[config.mk]
export PLATFORM = sky130hd
export DESIGN_NAME = chacha_iqr_seq_flat
export DESIGN_NICKNAME = d
export VERILOG_FILES = /design/src/rtl/chacha_pkg.sv /design/src/rtl/chacha_iqr_seq_if.sv /design/src/rtl/chacha_qr_step.sv /design/src/rtl/chacha_iqr_seq.sv /design/src/flat_wrapper.sv
export SDC_FILE = /design/constraint.sdc
export NUM_CORES = 1
export LEC_CHECK = 0
export CAP_MARGIN = 20
export CORE_ASPECT_RATIO = 1.4
export CORE_MARGIN = 8
export CORE_UTILIZATION = 46
export CTS_BUF_LIST = sky130_fd_sc_hd__clkbuf_8 sky130_fd_sc_hd__clkbuf_16
export DETAILED_ROUTE_END_ITERATION = 12
export PLACE_DENSITY = 0.81
export SLEW_MARGIN = 15
export SYNTH_ARGS = -nofsm -noshare
export SYNTH_HDL_FRONTEND = slang
export SYNTH_SLANG_ARGS = --single-unit
[constraint.sdc]
create_clock -name g_clk -period 7.4 [get_ports g_clk]
set_input_delay 0.74 -clock g_clk [delete_from_list [all_inputs] [get_ports g_clk]]
set_output_delay 0.74 -clock g_clk [all_outputs]
set_load 0.005 [all_outputs]
[src/rtl/chacha_pkg.sv]
// rtl/chacha_pkg.sv - shared types, rotation constants and per-step decode for the ChaCha quarter-round sequencer
package chacha_pkg;

    typedef enum logic [1:0] {
        ST_IDLE = 2'd0,
        ST_RUN  = 2'd1,
        ST_DONE = 2'd2
    } state_e;

    localparam logic [4:0] ROT16 = 5'd16;
    localparam logic [4:0] ROT12 = 5'd12;
    localparam logic [4:0] ROT8  = 5'd8;
    localparam logic [4:0] ROT7  = 5'd7;

    localparam logic [1:0] W_A = 2'd0;
    localparam logic [1:0] W_B = 2'd1;
    localparam logic [1:0] W_C = 2'd2;
    localparam logic [1:0] W_D = 2'd3;

    // Tables are in forward order; inverse step k undoes forward step 7-k.
    localparam logic [7:0][1:0] FWD_TGT   = {W_B, W_C, W_D, W_A, W_B, W_C, W_D, W_A};
    localparam logic [7:0][1:0] FWD_SRC   = {W_C, W_D, W_A, W_B, W_C, W_D, W_A, W_B};
    localparam logic [7:0]      FWD_ARITH = 8'b0101_0101;
    localparam logic [7:0][4:0] FWD_ROT   = {ROT7, 5'd0, ROT8, 5'd0, ROT12, 5'd0, ROT16, 5'd0};

    function automatic logic [31:0] rotr32(input logic [31:0] x, input logic [4:0] r);
        return (x >> r) | (x << (6'd32 - {1'b0, r}));
    endfunction

    function automatic logic [31:0] rotl32(input logic [31:0] x, input logic [4:0] r);
        return (x << r) | (x >> (6'd32 - {1'b0, r}));
    endfunction

endpackage

[src/rtl/chacha_iqr_seq_if.sv]
// rtl/chacha_iqr_seq_if.sv - operand/result handshake bundle for chacha_iqr_seq
interface chacha_iqr_seq_if;

    logic        in_valid;
    logic        in_ready;
    logic        in_op_fwd;
    logic [63:0] rs1;
    logic [63:0] rs2;
    logic        out_valid;
    logic        out_ready;
    logic [63:0] rd_ad;
    logic [63:0] rd_bc;

    modport master (
        output in_valid, in_op_fwd, rs1, rs2, out_ready,
        input  in_ready, out_valid, rd_ad, rd_bc
    );

    modport slave (
        input  in_valid, in_op_fwd, rs1, rs2, out_ready,
        output in_ready, out_valid, rd_ad, rd_bc
    );

endinterface

[src/rtl/chacha_qr_step.sv]
// rtl/chacha_qr_step.sv - one combinational quarter-round micro-step; forward slice under CHACHA_IQR_FWD_EN
module chacha_qr_step
    import chacha_pkg::*;
(
    input  logic [31:0] a_i,
    input  logic [31:0] b_i,
    input  logic [31:0] c_i,
    input  logic [31:0] d_i,
    input  logic [2:0]  step_i,
    input  logic        op_fwd_i,
    output logic [31:0] a_o,
    output logic [31:0] b_o,
    output logic [31:0] c_o,
    output logic [31:0] d_o
);

    logic [3:0][31:0] words;
    logic [2:0]       idx;
    logic             fwd;
    logic [1:0]       tgt;
    logic [1:0]       src;
    logic [4:0]       rot;
    logic [31:0]      t;
    logic [31:0]      s;
    logic [31:0]      res;

`ifdef CHACHA_IQR_FWD_EN
    assign fwd = op_fwd_i;
`else
    logic unused_op_fwd;
    assign unused_op_fwd = op_fwd_i;
    assign fwd = 1'b0;
`endif

    assign words = {d_i, c_i, b_i, a_i};
    assign idx   = fwd ? step_i : ~step_i;
    assign tgt   = FWD_TGT[idx];
    assign src   = FWD_SRC[idx];
    assign rot   = FWD_ROT[idx];
    assign t     = words[tgt];
    assign s     = words[src];

    always_comb begin
        res = t;
`ifdef CHACHA_IQR_FWD_EN
        if (FWD_ARITH[idx]) begin
            res = fwd ? (t + s) : (t - s);
        end else begin
            res = fwd ? rotl32(t ^ s, rot) : (rotr32(t, rot) ^ s);
        end
`else
        if (FWD_ARITH[idx]) begin
            res = t - s;
        end else begin
            res = rotr32(t, rot) ^ s;
        end
`endif
    end

    assign a_o = (tgt == W_A) ? res : a_i;
    assign b_o = (tgt == W_B) ? res : b_i;
    assign c_o = (tgt == W_C) ? res : c_i;
    assign d_o = (tgt == W_D) ? res : d_i;

endmodule

[src/rtl/chacha_iqr_seq.sv]
// rtl/chacha_iqr_seq.sv - iterative inverse ChaCha quarter-round over valid/ready; forward mode under CHACHA_IQR_FWD_EN
module chacha_iqr_seq
    import chacha_pkg::*;
(
    input  logic              g_clk,
    input  logic              g_resetn,
    chacha_iqr_seq_if.slave   bus
);

    state_e      state_q, state_d;
    logic [31:0] a_q, b_q, c_q, d_q;
    logic [31:0] a_d, b_d, c_d, d_d;
    logic [31:0] a_nx, b_nx, c_nx, d_nx;
    logic [2:0]  step_q, step_d;
    logic        op_fwd_q, op_fwd_d;
    logic        accept;
    logic        fwd_in;

`ifdef CHACHA_IQR_FWD_EN
    assign fwd_in = bus.in_op_fwd;
`else
    logic unused_in_op_fwd;
    assign unused_in_op_fwd = bus.in_op_fwd;
    assign fwd_in = 1'b0;
`endif

    chacha_qr_step u_step (
        .a_i      (a_q),
        .b_i      (b_q),
        .c_i      (c_q),
        .d_i      (d_q),
        .step_i   (step_q),
        .op_fwd_i (op_fwd_q),
        .a_o      (a_nx),
        .b_o      (b_nx),
        .c_o      (c_nx),
        .d_o      (d_nx)
    );

    // Ready in DONE only once the held result is being taken.
    assign bus.in_ready  = (state_q == ST_IDLE) || ((state_q == ST_DONE) && bus.out_ready);
    assign bus.out_valid = (state_q == ST_DONE);
    assign bus.rd_ad     = {a_q, d_q};
    assign bus.rd_bc     = {b_q, c_q};
    assign accept        = bus.in_valid && bus.in_ready;

    always_comb begin
        state_d  = state_q;
        a_d      = a_q;
        b_d      = b_q;
        c_d      = c_q;
        d_d      = d_q;
        step_d   = step_q;
        op_fwd_d = op_fwd_q;
        case (state_q)
            ST_RUN: begin
                a_d    = a_nx;
                b_d    = b_nx;
                c_d    = c_nx;
                d_d    = d_nx;
                step_d = step_q + 3'd1;
                if (step_q == 3'd7) begin
                    state_d = ST_DONE;
                end
            end
            ST_DONE: begin
                if (bus.out_ready && !bus.in_valid) begin
                    state_d = ST_IDLE;
                end
            end
            default: ;
        endcase
        if (accept) begin
            a_d      = bus.rs1[63:32];
            d_d      = bus.rs1[31:0];
            b_d      = bus.rs2[63:32];
            c_d      = bus.rs2[31:0];
            op_fwd_d = fwd_in;
            step_d   = 3'd0;
            state_d  = ST_RUN;
        end
    end

    always_ff @(posedge g_clk or negedge g_resetn) begin
        if (!g_resetn) begin
            state_q  <= ST_IDLE;
            a_q      <= 32'd0;
            b_q      <= 32'd0;
            c_q      <= 32'd0;
            d_q      <= 32'd0;
            step_q   <= 3'd0;
            op_fwd_q <= 1'b0;
        end else begin
            state_q  <= state_d;
            a_q      <= a_d;
            b_q      <= b_d;
            c_q      <= c_d;
            d_q      <= d_d;
            step_q   <= step_d;
            op_fwd_q <= op_fwd_d;
        end
    end

endmodule
[src/flat_wrapper.sv]
// flat-port wrapper written by rule: the top's interface ports become plain ports
module chacha_iqr_seq_flat import chacha_pkg::*;
  (g_clk, g_resetn, bus_in_valid, bus_in_op_fwd, bus_rs1, bus_rs2, bus_out_ready, bus_in_ready, bus_out_valid, bus_rd_ad, bus_rd_bc);
  chacha_iqr_seq_if bus_i ();
  input  logic g_clk;
  input  logic g_resetn;
  input wire logic [$bits(bus_i.in_valid)-1:0] bus_in_valid;
  input wire logic [$bits(bus_i.in_op_fwd)-1:0] bus_in_op_fwd;
  input wire logic [$bits(bus_i.rs1)-1:0] bus_rs1;
  input wire logic [$bits(bus_i.rs2)-1:0] bus_rs2;
  input wire logic [$bits(bus_i.out_ready)-1:0] bus_out_ready;
  output wire logic [$bits(bus_i.in_ready)-1:0] bus_in_ready;
  output wire logic [$bits(bus_i.out_valid)-1:0] bus_out_valid;
  output wire logic [$bits(bus_i.rd_ad)-1:0] bus_rd_ad;
  output wire logic [$bits(bus_i.rd_bc)-1:0] bus_rd_bc;
  assign bus_i.in_valid = bus_in_valid;
  assign bus_i.in_op_fwd = bus_in_op_fwd;
  assign bus_i.rs1 = bus_rs1;
  assign bus_i.rs2 = bus_rs2;
  assign bus_i.out_ready = bus_out_ready;
  assign bus_in_ready = bus_i.in_ready;
  assign bus_out_valid = bus_i.out_valid;
  assign bus_rd_ad = bus_i.rd_ad;
  assign bus_rd_bc = bus_i.rd_bc;
  chacha_iqr_seq u_core (.g_clk(g_clk), .g_resetn(g_resetn), .bus(bus_i));
endmodule
### After elaboration in Yosys (flattened, before gate mapping)

Memories as Yosys holds them, arrays and structs flattened.
Index checks and enable logic that the tools add are counted.
W data, S select, Z words.

| cells by class | value |
|---|---|
| $add $sub $neg | 3 |
| $lt $le $gt $ge | 3 |
| bitwise operators | 3 |
| reduce and logical (&&, ||, !) cells | 18 |
| shifts and indexed selects | 2 |
| multipliers | 0 |
| multiplexer cells | 27 |
| equality and inequality tests | 8 |
| divide/modulo/power cells | 0 |

Operators with widths:

| cell | count |
|---|---|
| $mux W32 | 15 |
| $bmux W32 S2 | 2 |
| $or A32 B32 Y32 | 1 |
| $shl A32 B6 Y32 | 1 |
| $shr A32 B5 Y32 | 1 |
| $sub A32 B32 Y32 | 1 |
| $xor A32 B32 Y32 | 1 |
| $mux W2 | 5 |
| $reduce_bool A2 Y1 | 5 |
| $reduce_and A2 Y1 | 4 |
| $eq A2 B2 Y1 const B | 3 |
| $lt A2 B3 Y1 const B | 2 |
| $mux W3 | 2 |
| $ne A3 B1 Y1 const B | 2 |
| $sub A6 B5 Y6 const A | 1 |
| $mux W5 | 1 |
| $eq A2 B1 Y1 const B | 2 |
| $logic_not A2 Y1 | 2 |
| $lt A3 B4 Y1 const B | 1 |
| $pmux W2 S2 | 1 |
| $add A3 B1 Y3 const B | 1 |
| $eq A3 B3 Y1 const B | 1 |
| $logic_and A1 B1 Y1 | 3 |
| $not A3 Y3 | 1 |
| 5 further kinds | 5 |

| storage, ports and cells | value |
|---|---|
| memories kept | 4 |
| latch bits | 0 |
| logic and storage cells | 74 |
| input bits | 133 |
| bits in read-only memories | 80 |
| output and inout bits | 130 |
| register bits after elaboration | 133 |
| memory bits (writable) | 0 |

Memory list:

| memory | words | width | rd ports | clocked after Yosys merged registers in | write ports | line | RTL |
|---|---|---|---|---|---|---|---|
| (no name shown) | 8 | 5 | 1 | 0 | 0 | chacha_qr_step.sv:39 | `assign rot = FWD_ROT[idx];` |
| (no name shown) | 8 | 2 | 1 | 0 | 0 | chacha_qr_step.sv:38 | `assign src = FWD_SRC[idx];` |
| (no name shown) | 8 | 2 | 1 | 0 | 0 | chacha_qr_step.sv:37 | `assign tgt = FWD_TGT[idx];` |
| (no name shown) | 8 | 1 | 1 | 0 | 0 | chacha_qr_step.sv:52 | `if (FWD_ARITH[idx]) begin` |

### Depth between registers and ports, before layout

| logic depth | value |
|---|---|
| depth after elaboration | 12 |
| depth in mapped cells | 21 |
| gate-level depth less buffers | 16 |

### Hierarchy

A second synthesis with hierarchy kept.

| unflattened totals | value |
|---|---|
| cell total of the unflattened synthesis | 1684 |
| area, all modules | 13860.8 µm² |

Modules (own cells, without submodules):

| module | seq. area each (µm²) | cells an instance | area an instance (µm²) | instances |
|---|---|---|---|---|
| chacha_qr_step | 0.0 | 1109 | 7634.8 | 1 |
| chacha_iqr_seq | 3328.2 | 575 | 6226.0 | 1 |

### Worst setup path after synthesis

Ideal clock, no wire load.

| path | value |
|---|---|
| kind | register to register |
| from | register u_core.step_q[0] |
| to | register u_core.a_q[31] |
| data required time | 7268 ps |
| arrival time | 5618 ps |
| slack | 1650 ps |
| stages on the path, launching flop included | 21 |
| period minus slack after synthesis | 5750 ps |
| library setup time | 132 ps |
| path buffers | 6 |
| path through | dfrtp_1 -> buf_1 -> clkbuf_1 -> inv_1 -> clkbuf_1 -> buf_1 -> ha_1 -> nor2_1 -> buf_6 -> buf_4 -> mux4_2 -> ha_1 -> o21ai_0 -> a21oi_1 -> a41oi_1 -> a21oi_1 -> a21oi_1 -> o21a_1 -> o311ai_0 -> mux2i_1 -> o22ai_1 |

| between the ends | value |
|---|---|
| cells in the longest elaborated chain, start to end | 12 |
| elaborated cells between the ends (all ways) | 26 |
| classes of those cells | add/sub (2); shift (2); mux (12); bitwise (3); reduce/logical (3); memory (4) |

Ends and longest elaborated chain:

| element | line | RTL |
|---|---|---|
| start, declared | chacha_iqr_seq.sv:14 | `logic [2:0] step_q, step_d;` |
| start signal, assigned | chacha_iqr_seq.sv:99 | `step_q <= step_d;` |
| $not A3 Y3 * | chacha_qr_step.sv:36 | `assign idx = fwd ? step_i : ~step_i;` |
| branches (longest 11 deep; another with $sub A6 B5 Y6) | n/a |  |
| end signal, assigned | chacha_iqr_seq.sv:87 | `a_q <= 32'd0;` |
| end signal, assigned | chacha_iqr_seq.sv:95 | `a_q <= a_d;` |
| end, declared | chacha_iqr_seq.sv:11 | `logic [31:0] a_q, b_q, c_q, d_q;` |

Mark *: on every way between the ends. The select of a mux whose other input is x is not followed.
A chain may end at the register's enable or synchronous reset.

### Worst setup path in the final report

| path | value |
|---|---|
| from | register u_core.step_q[0] |
| to | register u_core.b_q[26] |

| between the ends | value |
|---|---|
| cells in the longest elaborated chain, start to end | 12 |
| elaborated cells between the ends (all ways) | 26 |
| classes of those cells | add/sub (2); eq/ne (1); shift (2); mux (12); bitwise (3); reduce/logical (2); memory (4) |

Ends and longest elaborated chain:

| element | line | RTL |
|---|---|---|
| $not A3 Y3 * | chacha_qr_step.sv:36 |  |
| branches (longest 11 deep; another with $sub A6 B5 Y6) | n/a |  |
| end signal, assigned | chacha_iqr_seq.sv:88 | `b_q <= 32'd0;` |
| end signal, assigned | chacha_iqr_seq.sv:96 | `b_q <= b_d;` |
| end, declared | chacha_iqr_seq.sv:11 |  |

Marks and branches as above.

==> metrics.md <==
| Metric | Value |
|---|---|
| CORE AREA | 25900 um^2 |
| Cts bufs inserted | 17 |
| Root buffer cell | clkbuf_16 |
| DRC | 0 |
| Fin crit share | 0.783 |
| Most frequent cell after synthesis | nand2_1 |
| Post-Synth Adder-Cell Area | 0.0442 |
| RR Startpoint | u_core.step_q[0] |
| Largest fanout on the critical path | 24 |
| Fin area | 15400 um^2 |
| Worst-path clk slew | about 0.06 ns |
| Vias/cell | 6.88 |
| Critical Path AT | 6.06 ns |
| Post-Synth Simple-Gate Area | 0.166 |
| Post-synth ARST share | 1.00 |
| Fin Setup TNS | 0 ns |
| Syn. warnings | 0 |
| Relative slew slack | 0.272 |
| Initial antenna violation count | 0 |
| CTS Sinks | 133 |
| First-pass GRT wire length | a little over 80000 um |
| Synthesized area | approximately 12000 um^2 |
| Layout filler cell count | 2218 |
| ANT nets after route | 0 |
| Worst R2R End | u_core.b_q[26] |
| Setup bufs post-CTS | 0 |
| CTS Buffer Depth | 2 |
| Antenna fix cells | 0 |
| Count of cell types in the netlist | 72 |
| Mux contribution to synthesized area | 0.160 |
| Worst EP required | around 7.7 ns |
| Routed Wire Length | approximately 54000 um |
| DP Wirelength | 39600 um |
| Crit. End Element | flip-flop |
| Final min period | between 5 and 6 ns |
| DIE HEIGHT | 208 um |
| Post-CTS sizing | 0 |
| Worst-margin pin slew | 1.09 ns |
| Pre-CTS setup slack | 1.77 ns |
| Status | finished clean |
| RSZ-0062 raised after global routing | false |
| Post-synthesis sequential area ratio | 0.276 |
| P&R area growth vs syn | 27.9% |
| Max Transition Viols Final | 0 |
| Vias in the first global route | 13500 |
| Hold Path Class | in2async |
| Yosys top cell area share | 0.276 |
| Rows | 70 |
| Total number of vias | 13700 |
| Max Cap Viol | 0 |
| Cells on worst reg2reg path | 17 |
| I/O pin total | 263 |
| Synth top area cells | dfrtp_1, mux4_2, a21oi_1 |
| Largest net degree at the start of global routing | 105 |
| Clk_lat worst skew | 0.44 ns |
| Die width | 153 um |
| Endpoints failing hold | 0 |
| Initial DRC Count | 1663 |
| Area after DPL | approximately 15000 um^2 |
| Mean Syn Cell Area | 8.29 um^2 |
| Top_reg_cell synth | dfrtp_1 |
| H-tree depth | 4 |
| Post-synth EDFFs | 0 |
| Synth area leader | dfrtp_1 |
| Full die area | 31700 um^2 |
| Syn_nets | 1630 |
| Grt ovf | 0 |
| Cells after Synth | 1455 |
| DR WL/cell | 27.4 um |
| Router iterations before antenna repair | 6 |
| Commonest cells in the netlist | nand2_1, a21oi_1, o21ai_0 |
| TritonCTS clock tree | yes |
| FF-to-FF setup slack | 1.61 ns |
| XOR/XNOR Fraction of Synth Area | 0.0399 |
| Setup WS post-layout | 1.61 ns |
| Number of port buffers | 261 |
| Effective utilization at floorplan | 0.465 |
| Type of the worst setup path | reg2reg |
| Post-synthesis compound-gate area fraction | 0.261 |
| RePlAce Congestion | 1.00 |
| Peak Freq | 0.173 GHz |
| Seq cells post-synth | 133 |
| Fin Clk Skew | 0.00814 ns |
| GRT Total Usage | 0.334 |
| Largest family of logic cells by synthesized area | compound AO/OA/AOI/OAI gates |
| Cts hold-fix bufs | 0 |
| Final net count | 1823 |
| CP Launch Type | flip-flop |
| Final setup viols | 0 |
| Share of cells above drive strength 1 | 0.0879 |
## cell usage in the layout (no fill, tap or decap), types with 12 or more instances in the layout
master           instances
clkdlybuf4s50_1        260
nand2_1                152
a21oi_1                150
o21ai_0                140
dfrtp_1                132
nor2_1                 101
mux4_2                  65
and3_1                  62
inv_1                   52
xnor2_1                 43
mux2i_1                 39
ha_1                    39
a31oi_1                 36
nor3_1                  32
buf_4                   26
or3_1                   25
nand3_1                 24
o21ai_1                 24
a21o_1                  21
o22ai_1                 17
clkbuf_16               17
a211oi_1                14
o31ai_1                 13
a22oi_1                 12
a311oi_1                12
xor2_1                  12
## sequential cells by signal, indices dropped and copies added, names as in the netlist
register	flops
u_core.a_q	32
u_core.b_q	32
u_core.c_q	32
u_core.d_q	32
u_core.state_q	2
u_core.step_q	3
## layout make-up
class / count / area [um^2] / share of cell area
Tap cell: 324 / 405 / 0.0263
Inverter: 53 / 199 / 0.0129
Clock buffer: 18 / 439 / 0.0285
Multi-Input combinational cell: 1157 / 8120 / 0.526
Clock inverter: 14 / 138 / 0.00892
Sequential cell: 133 / 3330 / 0.216
Timing Repair Buffer: 286 / 2800 / 0.181
## routing by layer
metal  share of wire  global-route usage  vias up  wire length [um]
met5               0                   0        -                 0
met4           0.070               0.226        0              3840
met3            0.10              0.0806      251              5450
met2            0.48               0.543      971             25900
met1            0.35               0.384     6604             19200
li1                -                   -     5832                 -
## cell families after synthesis
kind of cell | Yosys count
AOI/OAI and AO/OA | 518
xor gates and xnor gates | 55
adders and majority gates | 42
buffers and inverters | 165
DFF | 133
muxes | 111
and+or+nand+nor | 431
## per-stage QoR
step                       util  hold slack [ns]  cells
after floorplan               -            0.444   1455
after global placement    0.573            0.557   1953
after detailed placement  0.573            0.594   1953
after CTS                 0.595            0.359   1985
after global routing      0.595            0.403   1985
final                     0.595            0.346   1985
## worst max-delay path, stage by stage, from the launching register on
cell and delay [ns]:
dfrtp_4 0.47, inv_1 0.08, buf_4 0.33, ha_2 0.41, or2_1 0.35, buf_4 0.37, mux4_2 0.66, ha_1 0.41
o21a_1 0.22, o211ai_1 0.18, a31o_2 0.15, o21ai_0 0.10, buf_4 0.18, o211ai_1 0.39, o21ai_0 0.18, o2111ai_1 0.19
nor3b_1 0.70, a31oi_1 0.22
## how the worst max path moves through the flow
stage | startpoint | to | slack [ns] | cells after the start
floorplan | u_core.step_q[0] | u_core.a_q[31] | 1.65 | 20
global placement | u_core.step_q[0] | u_core.b_q[31] | 1.91 | 15
detailed placement | u_core.step_q[0] | u_core.a_q[31] | 1.77 | 15
CTS | u_core.step_q[0] | u_core.b_q[26] | 1.74 | 17
global route | u_core.step_q[0] | u_core.b_q[26] | 1.27 | 17
finish | u_core.step_q[0] | u_core.b_q[26] | 1.61 | 17
Power is not shown: default switching activity piles up to over one toggle a cycle in this logic, so the estimate is an artifact.
